$ cat config.mk
export PLATFORM = sky130hd
export DESIGN_NAME = mac_sequencer
export DESIGN_NICKNAME = d
export VERILOG_FILES = /design/src/rtl/mac_sequencer.sv
export SDC_FILE = /design/constraint.sdc
export NUM_CORES = 1
export LEC_CHECK = 0
export BUFFER_PORTS_ARGS = -buffer_cell sky130_fd_sc_hd__buf_2
export CAP_MARGIN = 20
export CORE_AREA = 2 2 39 41
export CTS_CLUSTER_SIZE = 10
export DETAILED_ROUTE_END_ITERATION = 10
export DIE_AREA = 0 0 41 43
export PLACE_DENSITY = 0.5
export REMOVE_ABC_BUFFERS = 1
export SLEW_MARGIN = 10
export SYNTH_ARGS = -nofsm -noshare
export SYNTH_HDL_FRONTEND = slang
export SYNTH_SLANG_ARGS = --single-unit
export TNS_END_PERCENT = 100
$ cat constraint.sdc
create_clock -name ph1 -period 1.4 [get_ports ph1]
set_clock_uncertainty 0.05 [all_clocks]
set_input_delay 0.07 -clock ph1 [delete_from_list [all_inputs] [get_ports ph1]]
set_output_delay 0.07 -clock ph1 [all_outputs]
set_load 0.02 [all_outputs]
$ cat src/rtl/mac_sequencer.sv
// Sequencer for the tap-multiplexed MAC datapath: one sample per
// in handshake, NTAPS tap steps, result capture on an out handshake.
//
// Ports:
//   ph1        clock
//   reset      sync active-low reset
//   in_valid   upstream sample available
//   in_ready   sample can be accepted
//   dataClk1   sample register load enable
//   muxControl tap select
//   accumEn    accumulator update enable
//   clearAccum accumulator loads product
//   outLoad    capture sum into output reg
//   out_valid  output reg holds a result
//   out_ready  downstream consumes result
//   busy       sequencer not idle
module mac_sequencer #(
  parameter  int NTAPS = 4,
  localparam int SELW  = $clog2(NTAPS)
) (
  input  logic            ph1,
  input  logic            reset,
  input  logic            in_valid,
  output logic            in_ready,
  output logic            dataClk1,
  output logic [SELW-1:0] muxControl,
  output logic            accumEn,
  output logic            clearAccum,
  output logic            outLoad,
  output logic            out_valid,
  input  logic            out_ready,
  output logic            busy
);

  typedef enum logic [1:0] {
    IDLE = 2'd0,
    RUN  = 2'd1,
    CAPT = 2'd2
  } state_t;

  localparam logic [SELW-1:0] LAST =
    SELW'(NTAPS - 1);

  state_t          state, state_n;
  logic [SELW-1:0] tap, tap_n;
  logic            ov_q, ov_n;

  always_ff @(posedge ph1) begin
    if (!reset) begin
      state <= IDLE;
      tap   <= '0;
      ov_q  <= 1'b0;
    end else begin
      state <= state_n;
      tap   <= tap_n;
      ov_q  <= ov_n;
    end
  end

  // Outputs are all forced low while reset
  // is held, so the gating lives here.
  always_comb begin
    in_ready   = 1'b0;
    dataClk1   = 1'b0;
    muxControl = '0;
    accumEn    = 1'b0;
    clearAccum = 1'b0;
    outLoad    = 1'b0;
    out_valid  = 1'b0;
    busy       = 1'b0;
    state_n    = IDLE;
    tap_n      = tap;
    if (reset) begin
      unique case (state)
        IDLE: begin
          in_ready  = 1'b1;
          dataClk1  = in_valid;
          out_valid = ov_q;
          if (in_valid) begin
            tap_n   = '0;
            state_n = RUN;
          end else begin
            state_n = IDLE;
          end
        end
        RUN: begin
          muxControl = tap;
          accumEn    = 1'b1;
          clearAccum = (tap == '0);
          out_valid  = ov_q;
          busy       = 1'b1;
          if (tap == LAST) begin
            tap_n   = '0;
            state_n = CAPT;
          end else begin
            tap_n   = tap + SELW'(1);
            state_n = RUN;
          end
        end
        CAPT: begin
          // Capture only when the slot is
          // free or being drained now.
          outLoad   = ~ov_q | out_ready;
          out_valid = ov_q;
          busy      = 1'b1;
          state_n   = outLoad ? IDLE : CAPT;
        end
        default: begin
          state_n = IDLE;
          tap_n   = '0;
        end
      endcase
    end
  end

  always_comb begin
    if (outLoad)
      ov_n = 1'b1;
    else if (out_ready)
      ov_n = 1'b0;
    else
      ov_n = ov_q;
  end

endmodule

Yosys cells after proc, flatten, opt, wreduce, memory -nomap -nowiden
Index checks and enable logic that the tools add are counted.
W data, S select, Z words.
{ "word_totals": {"regBits": 5, "out_inout_bits": 9} }
{ "op_classes": {"n_addsub": 1, "eq_ne": 4, "n_mux": 25, "n_bitwise": 3, "n_reduce_logical": 6} }
{ "ops": {"columns": ["op", "count"], "rows": [
  ["$mux W1", 17],
  ["$mux W2", 6],
  ["$pmux W2 S3", 2],
  ["$eq A2 B2 Y1 const B", 2],
  ["$logic_not A2 Y1", 2],
  ["$reduce_or A3 Y1", 1],
  ["$add A2 B1 Y2 const B", 1],
  ["$eq A2 B1 Y1 const B", 1],
  ["$ne A2 B2 Y1 const B", 1],
  ["$not A1 Y1", 2],
  ["$reduce_and A2 Y1", 1],
  ["$reduce_bool A2 Y1", 1],
  ["$reduce_or A2 Y1", 1],
  ["$or A1 B1 Y1", 1]
]} }

Longest topological paths before layout
{ "depth": {"word_depth": 5, "mapped_depth": 5, "depth_no_buf": 5} }

Least setup slack after synthesis
Ideal clock, no wire load.
{ "synth_path": {"kind": "register -> register", "start": "register state[0]", "end": "register tap[0]", "arrival_time_ns": 1.020, "t_required_ns": 1.225, "setup_slack_ns": 0.205, "path_stages_with_launch": 6, "cell_sequence": "dfxtp_1 > inv_1 > ha_1 > nor2b_2 > o211ai_1 > o31ai_1"} }
{ "synth_between": {"elab_chain_cells": 3} }
{ "synth_rtl": {"columns": ["item", "line", "rtl"], "rows": [
  ["start, declared", "44", "state_t state, state_n;"],
  ["start signal, assigned", "54", "state <= state_n;"],
  ["$logic_not A2 Y1 or $eq A2 B2 Y1 (tied branches)", "74", "unique case (state)"],
  ["$ne A2 B2 Y1 (no line) or $not A1 Y1 (tied branches)", null, null],
  ["$reduce_and A2 Y1 (no line)", null, null],
  ["end signal, assigned", "55", "tap <= tap_n;"],
  ["end, declared", "45", "logic [SELW-1:0] tap, tap_n;"]
]} }
Several ways; a longest one is shown, not always the timed one.
A chain may end at the register's enable or synchronous reset.

Final worst setup path
{ "layout_path": {"start": "register state[0]", "end": "output busy"} }
{ "layout_between": {"elab_chain_cells": 4} }
{ "layout_rtl": {"columns": ["item", "line", "rtl"], "rows": [
  ["$eq A2 B1 Y1 or $eq A2 B2 Y1 (tied branches)", "74", null],
  ["$reduce_or A2 Y1 (no line) (*)", null, null],
  ["$mux W1 (*)", "74", null],
  ["$mux W1 (*)", "73", "if (reset) begin"],
  ["end, declared", "32", "output logic busy"]
]} }
Every way passes the cells marked *; elsewhere a longest branch is shown, timed or not.

==> metrics.md <==
| Metric | Value |
|---|---|
| Post-Route WL | between 700 and 800 um |
| Number of H-tree levels | 1 |
| Max cap viols | 0 |
| Flop pwr share | 39.1% |
| Most frequent cells in the layout | 10 x buf_2, 5 x ha_1, 4 x nor2_1, 4 x inv_1, 4 x and3_1 |
| Critical-path maximum fanout | 4 |
| Syn Inst Count | 43 |
| Hold_ws | 0.0810 ns |
| Actual slew at the worst max-slew pin | about 0.23 ns |
| I/O pin cnt | 13 |
| Synth Area in Compound Gates | 14.5% |
| Syn avg cell area | 8.44 um2 |
| Area delta synth->final | 33.4% |
| RSZ-0062 raised after global routing | true |
| Clk Latency, worst-skew pair | approximately 0.25 ns |
| Area post-placement | 438 um2 |
| Core ar. | between 0.001 and 0.0015 mm2 |
| Clk pwr share | between 40% and 50% |
| Clock root cell | clkbuf_4 |
| Main combinational cell family by area after synthesis | simple AND/OR/NAND/NOR gates |
| Worst hold stages | 3 |
| Switch share | 27.4% |
| Outcome | complete, no violations |
| Mapped cell area | approximately 360 um2 |
| Average wire per standard cell | 10.2 um |
| Distinct cells, synth | 17 |
| Crit path depth | 4 |
| Fill count | 158 |
| Number of cells after detailed placement | 70 |
| Total GRT Usage | 11.2% |
| XOR/XNOR Fraction of Synth Area | 0% |
| Most common cell after layout, fill and taps aside | buf_2 |
| Slew Limit Fails | 0 |
| Yosys warns | 0 |
| CP peak stage delay | 0.36 ns |
| Initial DRC count | 1 |
| Drc violations | 0 |
| Final period util | 95.9% |
| Sinks on Clock Net | 5 |
| Crit path max-delay cell type | dfxtp_2 |
| Cell row count | 14 |
| Hold Path Class | in -> reg |
| Pint | around 0.28 mW |
| Port bufs | 12 |
| Post-route cell area | 484 um2 |
| Setup-failing EPs final | 0 |
| First drt pass iteration count | 2 |
| Multi-input logic area | 248 um2 |
| Critical Path Start Type | register |
| Worst path bufs/invs | 2 |
| Layout cells sized above 1 | around two fifths |
| Post-DP HPWL | 582 um |
| Layout Cells excl Fill | 74 |
| Worst R2R Path Depth | 5 |
| CTS buffer count | 3 |
| Power Dens Cells | 810 mW/mm2 |
| Final ANT Viol Nets | 0 |
| Die Width | a little over 40 um |
| #FFs+latches synth | 5 |
| CP Data Required Time | 1.28 ns |
| Register area | roughly 100 um2 |
| CP Capture Type | primary output |
| Number of global-route vias before repair | 301 |
| Combinational share of power | 17.6% |
| Hold Violations, Final | 0 |
| Critical path type | reg -> out |
| Simple-gate share of the synthesized area | between 20% and 30% |
| Final net count | 70 |
| Sw Pwr | ~0.11 mW |
| TritonCTS clock tree | yes |
| Reg clk slew, reported paths | 0.04 ns |
| Crit path arrival time | 1.22 ns |
| Mux cell area share after synthesis | 0% |
| ANT cells | 0 |
| FMAX | 745 MHz |
| Antenna violations before repair | 0 |
| Crit path time final | 1.34 ns |
| Die ar. | 0.00176 mm2 |
| Maximum clock path buffer count | 2 |
| Cts hold-fix bufs | 0 |
| Seq/Total Area, Yosys | 27.6% |
| Leakage Power | 0.237 nW |
| Relative slew slack | 84.7% |
| Die H | 43 um |
| Pin count of the biggest net entering global routing | 15 |
| CP delay by family, top | flip-flops |
| Vias | 339 |
| Initial core utilization | 26.2% |
| Critical path, cell by cell | inv_2 -> ha_1 -> and2_1 -> buf_4 |
| VDD IR max | between 0.3 and 0.4 mV |
| Placer Congestion | approximately 0.65 |
| DR vias/cell | 4.58 |
| Grt ovf | 0 |
| Synth Area in Adders | between 20% and 30% |
| First-pass GRT wire length | 1220 um |
per-layer routing:
| layer | wire, um | track usage [%] | vias up |
|---|---|---|---|
| met5 | 0 | 0 | - |
| met4 | 6 | 6.00 | 0 |
| met3 | 46 | 9.42 | 2 |
| met2 | 367 | 15.0 | 9 |
| met1 | 331 | 11.9 | 152 |
| li1 | - | - | 176 |
layout make-up:
class                           count  share of cell area (%)
Clock buffer                        4                    5.43
Sequential cell                     5                    21.2
Timing Repair Buffer               12                    13.4
Tap cell                           16                    4.13
Inverter                            6                    4.65
Multi-Input combinational cell     31                    51.2
sequential cells by signal (all words and copies together) (netlist names):
signal,cells
state,2
ov_q,1
tap,2
worst register-to-register path: stages (launching register included):
cell,delay [ns]
dfxtp_2,0.36
inv_2,0.05
ha_1,0.22
nor2b_2,0.18
o211ai_1,0.15
o31ai_1,0.09
path summary, 6_finish.rpt:
check                               from        to  slack, ns
worst min register to register    tap[0]    tap[0]       0.47
worst max-delay path            state[0]      busy       0.06
worst min-delay path            in_valid  state[0]       0.08
worst max register to register  state[0]    tap[1]       0.20
power groups by stage:
| stage | Combinational [mW] | Clock (mW) | Sequential, mW |
|---|---|---|---|
| after floorplan | 0.0423 | 0 | 0.154 |
| after global placement | 0.0659 | 0 | 0.155 |
| after detailed placement | 0.0665 | 0 | 0.155 |
| after CTS | 0.0667 | 0.180 | 0.153 |
| after global routing | 0.0770 | 0.200 | 0.154 |
| final | 0.0689 | 0.170 | 0.153 |
stage by stage:
step	setup slack (ns)	total power [mW]	TNS (ns)	util [%]
floorplan	0.205	0.196	0	-
global placement	0.147	0.221	0	31.6
detailed placement	0.126	0.222	0	31.6
CTS	0.00497	0.399	0	33.6
global route	-0.0325	0.431	-0.0603	35.0
finish	0.0575	0.392	0	35.0
Yosys cell counts, drive strengths merged:
library cell  instances  area [um2]
ha                    7        87.6
inv                   6        22.5
dfxtp                 5         100
and3                  4        25.0
nor2                  4        15.0
and2                  3        18.8
a22oi                 2        15.0
nor2b                 2        15.0
o211ai                2        15.0
o31ai                 2        15.0
buf                   1        5.00
nand2                 1        3.75
nand2b                1        6.26
nand3                 1        5.00
nand4                 1        6.26
o21a                  1        7.51
timing repair:
action                     in CTS  in global routing
setup buffers                   0                  0
pin swaps                       0                  1
setup endpoints to repair       2                  9
resized for setup               1                  8
kinds of logic after synthesis:
kind of cell               after synthesis
and+or+nand+nor                         17
AOI/OAI and AO/OA                        7
buffers and inverters                    7
adders and majority gates                7
DFF                                      5
(Power assumes the default switching activity.)
